--- src/rtl/actuation_voter.sv ---
// actuation_voter
//   M-of-N coincidence voter with persistence filtering, a static channel-to-
//   device map and sealed-in device outputs.
//
//   State    | meaning
//   ---------+------------------------------------------------------------
//   r_cnt[c] | consecutive cycles channel c has voted (saturates at PERSIST)
//   r_act[d] | device d sealed in; cleared only by reset_req_i[d]
//
// Ports:
//   clk          in   clock
//   rst_n        in   asynchronous active-low reset
//   trip_i       in   [NUM_CH*NUM_DIV] bit c*NUM_DIV+k: division k trips channel c
//   bypass_i     in   [NUM_DIV] division in maintenance bypass
//   manual_i     in   [NUM_DEV] manual actuation request
//   reset_req_i  in   [NUM_DEV] clear request for a sealed-in device
//   ch_trip_o    out  [NUM_CH] registered channel trip
//   act_o        out  [NUM_DEV] registered sealed-in actuation command
//   overbypass_o out  registered over-bypass indication
module actuation_voter #(
  parameter int NUM_DIV = 4,
  parameter int NUM_CH  = 3,
  parameter int VOTE_M  = 2,
  parameter int PERSIST = 3,
  parameter int NUM_DEV = 2,
  // bit [d*NUM_CH+c] set: channel c drives device d
  // default: dev1 <- ch2; dev0 <- ch0, ch1
  parameter logic [NUM_DEV*NUM_CH-1:0] DEV_MAP = 6'b100_011
) (
  input  logic                      clk,
  input  logic                      rst_n,
  input  logic [NUM_CH*NUM_DIV-1:0] trip_i,
  input  logic [NUM_DIV-1:0]        bypass_i,
  input  logic [NUM_DEV-1:0]        manual_i,
  input  logic [NUM_DEV-1:0]        reset_req_i,
  output logic [NUM_CH-1:0]         ch_trip_o,
  output logic [NUM_DEV-1:0]        act_o,
  output logic                      overbypass_o
);

  localparam int VW = $clog2(NUM_DIV + 1);
  localparam int PW = $clog2(PERSIST + 1);
  localparam logic [PW-1:0] P_MAX = PW'(PERSIST);

  generate
    if (VOTE_M > NUM_DIV) begin : g_bad_vote
      $error("actuation_voter: VOTE_M exceeds NUM_DIV");
    end
    if (PERSIST < 1) begin : g_bad_persist
      $error("actuation_voter: PERSIST must be at least 1");
    end
  endgenerate

  logic [VW-1:0]      w_byp_cnt;
  logic               w_ob;
  logic [VW-1:0]      w_votes    [NUM_CH];
  logic [NUM_CH-1:0]  w_vote;
  logic [PW-1:0]      w_cnt_next [NUM_CH];
  logic [NUM_CH-1:0]  w_hit_ch;
  logic [NUM_DEV-1:0] w_hit_dev;

  logic [PW-1:0]      r_cnt      [NUM_CH];
  logic [NUM_CH-1:0]  r_ch_trip;
  logic [NUM_DEV-1:0] r_act;
  logic               r_ob;

  always_comb begin
    w_byp_cnt = '0;
    for (int k = 0; k < NUM_DIV; k++) begin
      w_byp_cnt = w_byp_cnt + VW'(bypass_i[k]);
    end
    // Too many divisions bypassed to still reach VOTE_M: fail safe, vote all.
    w_ob = (int'(w_byp_cnt) > (NUM_DIV - VOTE_M));

    w_vote   = '0;
    w_hit_ch = '0;
    for (int c = 0; c < NUM_CH; c++) begin
      w_votes[c] = '0;
      for (int k = 0; k < NUM_DIV; k++) begin
        w_votes[c] = w_votes[c] + VW'(trip_i[c*NUM_DIV+k] & ~bypass_i[k]);
      end
      w_vote[c] = (int'(w_votes[c]) >= VOTE_M) | w_ob;
      if (!w_vote[c]) begin
        w_cnt_next[c] = '0;
      end else if (r_cnt[c] == P_MAX) begin
        w_cnt_next[c] = P_MAX;
      end else begin
        w_cnt_next[c] = r_cnt[c] + PW'(1);
      end
      w_hit_ch[c] = (w_cnt_next[c] == P_MAX);
    end

    w_hit_dev = '0;
    for (int d = 0; d < NUM_DEV; d++) begin
      w_hit_dev[d] = |(w_hit_ch & DEV_MAP[d*NUM_CH +: NUM_CH]);
    end
  end

  always_ff @(posedge clk or negedge rst_n) begin
    if (!rst_n) begin
      for (int c = 0; c < NUM_CH; c++) begin
        r_cnt[c] <= '0;
      end
      r_ch_trip <= '0;
      r_act     <= '0;
      r_ob      <= 1'b0;
    end else begin
      for (int c = 0; c < NUM_CH; c++) begin
        r_cnt[c] <= w_cnt_next[c];
      end
      r_ch_trip <= w_hit_ch;
      // Trip or manual request takes priority over a simultaneous clear.
      r_act     <= w_hit_dev | manual_i | (r_act & ~reset_req_i);
      r_ob      <= w_ob;
    end
  end

  assign ch_trip_o    = r_ch_trip;
  assign act_o        = r_act;
  assign overbypass_o = r_ob;

endmodule

--- config.mk ---
export PLATFORM = sky130hd
export DESIGN_NAME = actuation_voter
export DESIGN_NICKNAME = d
export VERILOG_FILES = /design/src/rtl/actuation_voter.sv
export SDC_FILE = /design/constraint.sdc
export NUM_CORES = 1
export LEC_CHECK = 0
export BUFFER_PORTS_ARGS = -buffer_cell sky130_fd_sc_hd__buf_4
export CAP_MARGIN = 10
export CORE_MARGIN = 5
export CORE_UTILIZATION = 47
export CTS_BUF_LIST = sky130_fd_sc_hd__clkbuf_8
export DETAILED_ROUTE_END_ITERATION = 10
export GPL_TIMING_DRIVEN = 0
export PLACE_DENSITY = 0.81
export SLEW_MARGIN = 30
export SYNTH_ARGS = -nofsm -noshare
export SYNTH_HDL_FRONTEND = slang
export SYNTH_SLANG_ARGS = --single-unit
export TNS_END_PERCENT = 10
--- constraint.sdc ---
create_clock -name clk -period 2.5 [get_ports clk]
set_input_delay 0.5 -clock clk [delete_from_list [all_inputs] [get_ports clk]]
set_output_delay 0.5 -clock clk [all_outputs]
set_load 0.1 [all_outputs]
==> results of run 1 <==
-- cells by family after synthesis --
logic type	count (synthesis)
flops	12
buf+inv	8
fa+ha+maj	7
compound gates	15
simple gates	17
-- sequential cells by signal, indices dropped and copies added (netlist names) --
name / cells
act_o: 2
overbypass_o: 1
ch_trip_o: 3
r_cnt: 6
-- routing by layer --
layer	track usage, %	up-vias	wire length, µm
met5	0	-	0
met4	6.91	0	19
met1	14.0	246	553
met2	22.0	25	655
li1	-	261	-
met3	3.36	2	113
-- cells in the mapped netlist --
library cell | n | area, µm²
a2bb2oi_1 | 1 | 8.76
o22ai_1 | 1 | 6.26
o221ai_2 | 2 | 30.0
a211o_1 | 1 | 8.76
o31ai_1 | 1 | 7.51
nor2_1 | 1 | 3.75
nand2b_1 | 9 | 56.3
dfrtp_1 | 12 | 300
a21boi_0 | 2 | 15.0
fa_1 | 4 | 80.1
and2_1 | 1 | 6.26
nor3b_4 | 1 | 18.8
o21a_1 | 2 | 15.0
and2_2 | 1 | 7.51
inv_1 | 8 | 30.0
nor2b_1 | 3 | 18.8
a221o_1 | 1 | 10.0
o22a_1 | 1 | 8.76
nand2_1 | 1 | 3.75
ha_1 | 3 | 37.5
a21o_1 | 2 | 15.0
o21ai_0 | 1 | 5.00
-- report_power, final --
group | internal [W] | total, W | leakage, nW | switching, W
combinational | 0.000130 | 0.000418 | 0.301 | 0.000288
clock | 0.000139 | 0.000205 | 0.0288 | 0.0000662
sequential | 0.000262 | 0.000301 | 0.142 | 0.0000391
total | 0.000530 | 0.000924 | 0.472 | 0.000393
-- area by class of cell --
class | instances | area (µm²) | area share (%)
inverters | 8 | 30.0 | 3.10
clock buffers | 4 | 55.1 | 5.68
flip-flops and latches | 12 | 300 | 31.0
repair buffers | 27 | 203 | 20.9
well taps | 15 | 18.8 | 1.94
multi-input cells | 39 | 363 | 37.4
-- critical path: cells and delay by family --
kind,cells,cell delay [ns]
buffers and inverters,1,0.13
AND/OR/NAND/NOR,1,0.27
AO/OA/AOI/OAI,2,0.46
adder cells (fa/ha/maj),3,0.95
-- worst min path at each step --
stage	start	end	slack, ns	depth (start not counted)
6_report	rst_n	ch_trip_o[1]$_DFF_PN0_	0.09	1
5_1_grt	rst_n	ch_trip_o[1]$_DFF_PN0_	0.10	1
4_1_cts	rst_n	ch_trip_o[1]$_DFF_PN0_	0.09	1
3_5_place_dp	rst_n	ch_trip_o[1]$_DFF_PN0_	0.34	1
3_3_place_gp	rst_n	ch_trip_o[1]$_DFF_PN0_	0.34	1
2_1_floorplan	rst_n	act_o[0]$_DFF_PN0_	0.20	0
-- stage by stage --
step,std cells,worst slack (ns),hold slack [ns]
floorplan,59,0.284,0.204
global placement,101,0.0631,0.341
detailed placement,101,0.0450,0.345
CTS,105,0.293,0.0948
global route,105,0.220,0.101
finish,105,0.296,0.0915
==> metrics.txt, run 1 <==
CTS tree=built; fraction of the mapped netlist area in simple logic gates=between 10% and 20%; Leak=0.472 nW; Post CTS Setup Buffer Count=0; cell area power density=953 nW/µm²; setup violators final=0; max-slew violation count=0; fmax=454 MHz; CP max stage cell=fa_1; register area share after synthesis=a little over two fifths; clock-pin slew on the worst setup and hold paths=0.05 ns; Die X=~48 µm; syn_nets=just under 90; Remaining DRCs=0; CP Cell Sequence=buf_4, fa_1, ha_1, ha_1, nor3b_4, o221ai_2, a221o_1; core area=about 1400 µm²; worst hold path type=input port to asynchronous set/reset pin; largest net degree at the start of global routing=13; outcome=complete, no violations; initial antenna violation count=0; Total Power=between 0.0009 and 0.001 W; mux share of post-synthesis cell area=0%; WS Path Type=input port to register; Detail Route Antenna Nets=0; worst-path fanout max=4; Filler Cell Count=between 100 and 150; Synth Area per Inst=11.7 µm²; Compound-Gate Fraction of Synth Area=a little under a fifth; Min Clock Period, post-route=approximately 2.2 ns; RR Startpoint=r_cnt[5]$_DFF_PN0_; Max Cap Violations=0; R2R Setup Slk=between 1 and 1.5 ns; Peak VDD IR=about 0.38 mV; Pre-Repair DR Iteration Count=3; leading cell type in the layout, fill and taps excluded=buf_4; Final HPWL DP=1090 µm; Crit. Startpoint=bypass_i[0]; critical path launch point type=input port; largest family of logic cells by synthesized area=compound AO/OA/AOI/OAI gates; final WL=between 1000 and 1500 µm; worst setup path endpoint=act_o[1]$_DFF_PN0_; first-pass GRT wire length=2440 µm; Rows=13; Total Routing Usage GR=12.7%; setup_tns=0 ns; Final nets=120; clock sinks=12; post_cts resized=0; part of the cycle the worst path needs=between 80 and 90%; Worst Clk Skew=0.00215 ns; CP max stage delay=between 0.4 and 0.5 ns; Non-Filler Cell Area, Final=970 µm²; RSZ-0062 raised after global routing=no; Cell variety after synth=22; routed via count=534; area share of fa/ha/maj cells after synthesis=17.0%; I/O pin count=28; Required @ worst endpoint=between 2 and 3 ns; Longest Clk Path Bufs=2; crit end category=register; IO buf count=27; Final Hold Violating Endpoints=0; GPL Wtd Cong=a little under 0.7; Area Overhead vs Synth=39.9%; vias per cell=between 5 and 6; DRC marker count from the first detailed-route iteration=3; Die H=about 48 µm; initial core utilization=between 50% and 60%; ANT cells=0; Mapped Area=693 µm²; Area after DPL=roughly 910 µm²; vias in the first global route=603; warnings from Yosys=0; utilization after layout=between 70% and 80%; wire length per cell=between 10 and 15 µm; Clock Tree Root=clkbuf_8; #FFs+latches synth=12; post-synthesis xor/xnor area fraction=0%; WP data arrival=approximately 2.3 ns; CP most frequent cell=ha_1; Least-Margin Pin Slew=0.313 ns; clk_lat worst skew=about 0.23 ns; die area=approximately 2300 µm²; Hold Buf Count CTS=0; layout cells sized above 1=between 30% and 40%; Slew HR=between 70% and 80%; H-tree depth=1; Reg-to-Reg End=act_o[0]$_DFF_PN0_; total CTS buffers=3; Post-Synthesis Cells=around 60; total global routing overflow=0; most frequent cells in the layout=buf_4, dfrtp_1, nand2b_1; Worst R2R Path Depth=3
(Power assumes the default switching activity.)
==> inputs of run 2 (changes only) <==
--- a/config.mk
+++ b/config.mk
@@ -12,7 +12,7 @@
 export CTS_BUF_LIST = sky130_fd_sc_hd__clkbuf_8
 export DETAILED_ROUTE_END_ITERATION = 10
 export GPL_TIMING_DRIVEN = 0
-export PLACE_DENSITY = 0.81
+export PLACE_DENSITY = 0.82
 export SLEW_MARGIN = 30
 export SYNTH_ARGS = -nofsm -noshare
 export SYNTH_HDL_FRONTEND = slang
==> metrics.txt, run 2 (synthesis gave the netlist of run 1 again) <==
Rows=13 (unchanged); Area after DPL=915 µm² (unchanged); cell area power density=952 nW/µm² (was 953 nW/µm²); core area=1350 µm² (unchanged); R2R Setup Slk=1.50 ns (was 1.49 ns); H-tree depth=1 (unchanged); total global routing overflow=0 (unchanged); worst-path fanout max=4 (unchanged); final WL=1350 µm (was 1340 µm); fmax=448 MHz (was 454 MHz); Final HPWL DP=1140 µm (was 1090 µm); Least-Margin Pin Slew=0.306 ns (was 0.313 ns); worst hold path type=input port to asynchronous set/reset pin (unchanged); most frequent cells in the layout=buf_4, dfrtp_1, nand2b_1 (unchanged); Most flops, register=r_cnt (unchanged); initial antenna violation count=0 (unchanged); RSZ-0062 raised after global routing=no (unchanged); Detail Route Antenna Nets=0 (unchanged); max-slew violation count=0 (unchanged); Filler Cell Count=100 (was 106); Min Clock Period, post-route=2.23 ns (was 2.20 ns); clock-pin slew on the worst setup and hold paths=0.05 ns (about the same); layout cells sized above 1=38.9% (unchanged); Clock Tree Root=clkbuf_8 (unchanged); I/O pin count=28 (unchanged); WS Path Type=input port to register (unchanged); IO buf count=27 (unchanged); post_cts resized=0 (unchanged); clock sinks=12 (unchanged); crit end category=register (unchanged); leading cell type in the layout, fill and taps excluded=buf_4 (unchanged); Hold Buf Count CTS=0 (unchanged); Die H=48.4 µm (unchanged); Die X=48.4 µm (unchanged); Crit. Startpoint=bypass_i[0] (unchanged); ANT cells=0 (unchanged); setup violators final=0 (unchanged); RR Startpoint=r_cnt[5]$_DFF_PN0_ (unchanged); die area=2340 µm² (unchanged); GPL Wtd Cong=0.694 (was 0.689); worst slack, placed=0.0128 ns (was 0.0450 ns); final setup margin=0.269 ns (was 0.296 ns); vias per cell=5.02 (was 5.09); Final Hold Violating Endpoints=0 (unchanged); Peak VDD IR=0.424 mV (was 0.384 mV); Post CTS Setup Buffer Count=0 (unchanged); Pre-Repair DR Iteration Count=4 (was 3); DRC marker count from the first detailed-route iteration=3 (unchanged); Leak=0.472 nW (unchanged); vias in the first global route=535 (was 603); critical path launch point type=input port (unchanged); wire length per cell=12.8 µm (about the same); part of the cycle the worst path needs=89.3% (was 88.2%); setup_tns=0 ns (unchanged); total CTS buffers=3 (unchanged); hold slack=0.0900 ns (was 0.0915 ns); Largest register FFs=6 (unchanged); Total Routing Usage GR=11.6% (was 12.7%); clk_lat worst skew=0.23 ns (about the same); Required @ worst endpoint=2.62 ns (about the same); Remaining DRCs=0 (unchanged); Worst Clk Skew=0.000342 ns (was 0.00215 ns); first-pass GRT wire length=2170 µm (was 2440 µm); CTS tree=built (unchanged); Post-Place Cells=101 (unchanged); Non-Filler Cell Area, Final=970 µm² (unchanged); outcome=complete, no violations (unchanged); fin cells=105 (unchanged); Slew HR=79.5% (was 79.1%); Longest Clk Path Bufs=2 (unchanged); WP data arrival=2.35 ns (was 2.32 ns); Max Cap Violations=0 (unchanged); initial core utilization=51.3% (unchanged); Final nets=120 (unchanged); largest net degree at the start of global routing=13 (unchanged); routed via count=527 (was 534); Area Overhead vs Synth=39.9% (unchanged)
## run 2: cell counts in the layout (fill, tap and decap cells not counted)
Identical to the previous run, type by type.
## run 2: stage by stage
stage,util (%),total power [W]
after floorplan,-,0.000614
after global placement,67.7,0.000710
after detailed placement,67.7,0.000723
after CTS,71.8,0.000932
after global routing,71.8,0.000963
final,71.8,0.000923
## run 2: layout make-up
class / instances / area (µm²) / area share, %
inverters: 8 / 30.0 / 3.10
clock buffers: 4 / 55.1 / 5.68
well taps: 15 / 18.8 / 1.94
multi-input cells: 39 / 363 / 37.4
flip-flops and latches: 12 / 300 / 31.0
repair buffers: 27 / 203 / 20.9
## run 2: worst max-delay path, cell delays in order
cell and delay [ns]:
buf_4 0.13, fa_1 0.47, ha_1 0.21, ha_1 0.28
nor3b_4 0.27, o221ai_2 0.17, a221o_1 0.31
## run 2: final timing paths
check                                          to  cells past startpoint
min in group clk               r_cnt[0]$_DFF_PN0_                      1
max                            act_o[1]$_DFF_PN0_                      7
max in group asynchronous  overbypass_o$_DFF_PN0_                      1
min reg2reg                    r_cnt[0]$_DFF_PN0_                      1
min                        ch_trip_o[1]$_DFF_PN0_                      1
max reg2reg                    act_o[0]$_DFF_PN0_                      3
## run 2: routing by layer
layer	wire length [µm]	vias to the layer above	share of wire [%]	GRT usage, %
li1	-	260	-	-
met1	550	234	41	12.4
met2	627	31	47	18.5
met3	143	2	11	4.59
met4	25	0	1.9	8.29
met5	0	-	0	0
## run 2: where the power goes
group / switching [W] / leakage [nW] / total, W / internal, W
logic: 0.000289 / 0.301 / 0.000419 / 0.000130
clock network: 0.0000652 / 0.0288 / 0.000204 / 0.000139
registers: 0.0000382 / 0.142 / 0.000300 / 0.000262
==> inputs of run 3 (changes only) <==
--- a/config.mk
+++ b/config.mk
@@ -7,7 +7,7 @@
 export LEC_CHECK = 0
 export BUFFER_PORTS_ARGS = -buffer_cell sky130_fd_sc_hd__buf_4
 export CAP_MARGIN = 10
-export CORE_MARGIN = 5
+export CORE_MARGIN = 3
 export CORE_UTILIZATION = 47
 export CTS_BUF_LIST = sky130_fd_sc_hd__clkbuf_8
 export DETAILED_ROUTE_END_ITERATION = 10
@@ -17,4 +17,4 @@
 export SYNTH_ARGS = -nofsm -noshare
 export SYNTH_HDL_FRONTEND = slang
 export SYNTH_SLANG_ARGS = --single-unit
-export TNS_END_PERCENT = 10
+export TNS_END_PERCENT = 100
==> metrics.txt, run 3 (synthesis gave the netlist of run 1 again) <==
fmax=438 MHz (was 448 MHz); clock sinks=12 (unchanged); Least-Margin Pin Slew=0.292 ns (was 0.306 ns); Peak VDD IR=0.423 mV (was 0.424 mV); IO buf count=27 (unchanged); vias in the first global route=592 (was 535); total global routing overflow=0 (unchanged); total CTS buffers=3 (unchanged); DRC marker count from the first detailed-route iteration=0 (was 3); Remaining DRCs=0 (unchanged); Die X=44.4 µm (was 48.4 µm); Non-Filler Cell Area, Final=970 µm² (unchanged); Slew HR=80.4% (was 79.5%); clock-pin slew on the worst setup and hold paths=0.05 ns (about the same); Rows=13 (unchanged); post_cts resized=0 (unchanged); RSZ-0062 raised after global routing=no (unchanged); Area after DPL=915 µm² (unchanged); worst hold path type=input port to asynchronous set/reset pin (unchanged); Crit. Startpoint=bypass_i[0] (unchanged); WP data arrival=2.39 ns (was 2.35 ns); first-pass GRT wire length=2420 µm (was 2170 µm); Longest Clk Path Bufs=2 (unchanged); cell area power density=958 nW/µm² (was 952 nW/µm²); routed via count=528 (was 527); Largest register FFs=6 (unchanged); crit end category=register (unchanged); Clock Tree Root=clkbuf_8 (unchanged); clk_lat worst skew=0.23 ns (about the same); die area=1970 µm² (was 2340 µm²); Leak=0.472 nW (unchanged); Area Overhead vs Synth=39.9% (unchanged); max-slew violation count=0 (unchanged); CTS tree=built (unchanged); initial core utilization=51.3% (unchanged); outcome=complete, no violations (unchanged); Most flops, register=r_cnt (unchanged); worst-path fanout max=4 (unchanged); largest net degree at the start of global routing=13 (unchanged); wire length per cell=13.4 µm (was 12.8 µm); initial antenna violation count=0 (unchanged); core area=1350 µm² (unchanged); WS Path Type=input port to register (unchanged); Final Hold Violating Endpoints=0 (unchanged); setup_tns=0 ns (unchanged); final WL=1410 µm (was 1350 µm); setup violators final=0 (unchanged); Total Routing Usage GR=17.1% (was 11.6%); part of the cycle the worst path needs=91.2% (was 89.3%); layout cells sized above 1=38.9% (unchanged); I/O pin count=28 (unchanged); Required @ worst endpoint=2.61 ns (was 2.62 ns); H-tree depth=1 (unchanged); Hold Buf Count CTS=0 (unchanged); critical path launch point type=input port (unchanged); RR Startpoint=r_cnt[5]$_DFF_PN0_ (unchanged); Pre-Repair DR Iteration Count=1 (was 4); Min Clock Period, post-route=2.28 ns (was 2.23 ns); Die H=44.4 µm (was 48.4 µm); leading cell type in the layout, fill and taps excluded=buf_4 (unchanged); GPL Wtd Cong=0.698 (was 0.694); ANT cells=0 (unchanged); Max Cap Violations=0 (unchanged); most frequent cells in the layout=buf_4, dfrtp_1, nand2b_1 (unchanged); Worst Clk Skew=0.000583 ns (was 0.000342 ns); Detail Route Antenna Nets=0 (unchanged); Final nets=120 (unchanged); vias per cell=5.03 (was 5.02); Post CTS Setup Buffer Count=0 (unchanged)
==> run 3: through the flow <==
step                std cells  total power (W)  hold WS (ns)  worst slack (ns)  util, %
floorplan                  59         0.000614         0.204             0.284        -
global placement          101         0.000709         0.340            0.0668     67.7
detailed placement        101         0.000722         0.343            0.0164     67.7
CTS                       105         0.000937        0.0907             0.207     71.8
global route              105         0.000979        0.0931             0.124     71.8
finish                    105         0.000929        0.0918             0.219     71.8
==> run 3: worst paths after layout <==
path | slack (ns) | cells past startpoint | end
hold / removal | 0.09 | 1 | ch_trip_o[1]$_DFF_PN0_
setup / recovery | 0.22 | 7 | act_o[1]$_DFF_PN0_
min in group clk | 0.46 | 1 | r_cnt[0]$_DFF_PN0_
max in group asynchronous | 2.26 | 1 | act_o[1]$_DFF_PN0_
setup reg to reg | 1.50 | 3 | act_o[0]$_DFF_PN0_
hold reg to reg | 0.46 | 1 | r_cnt[0]$_DFF_PN0_
==> run 3: metal layers <==
metal  vias to the layer above  GRT usage, %  part of all wire [%]
met1                       243          17.6                    36
met2                        26          34.0                    55
li1                        259             -                     -
met3                         0          2.85                   8.2
met5                         -             0                     0
met4                         0          5.42                     0
==> run 3: area by class of cell <==
| class | instances | area [µm²] |
|---|---|---|
| Fill cell | 113 | 380 |
| Multi-Input combinational cell | 39 | 363 |
| Sequential cell | 12 | 300 |
| Timing Repair Buffer | 27 | 203 |
| Clock buffer | 4 | 55.1 |
| Inverter | 8 | 30.0 |
| Tap cell | 15 | 18.8 |
==> run 3: power by group <==
part           total (W)  switching (W)  internal, W
logic           0.000421       0.000290     0.000131
registers       0.000303      0.0000409     0.000262
clock network   0.000205      0.0000662     0.000139
total           0.000929       0.000397     0.000531
==> run 3: worst max-delay path, stage by stage <==
cell      delay, ns
buf_4          0.13
fa_1           0.47
ha_1           0.21
ha_1           0.28
nor3b_4        0.29
o221ai_2       0.18
a221o_1        0.33
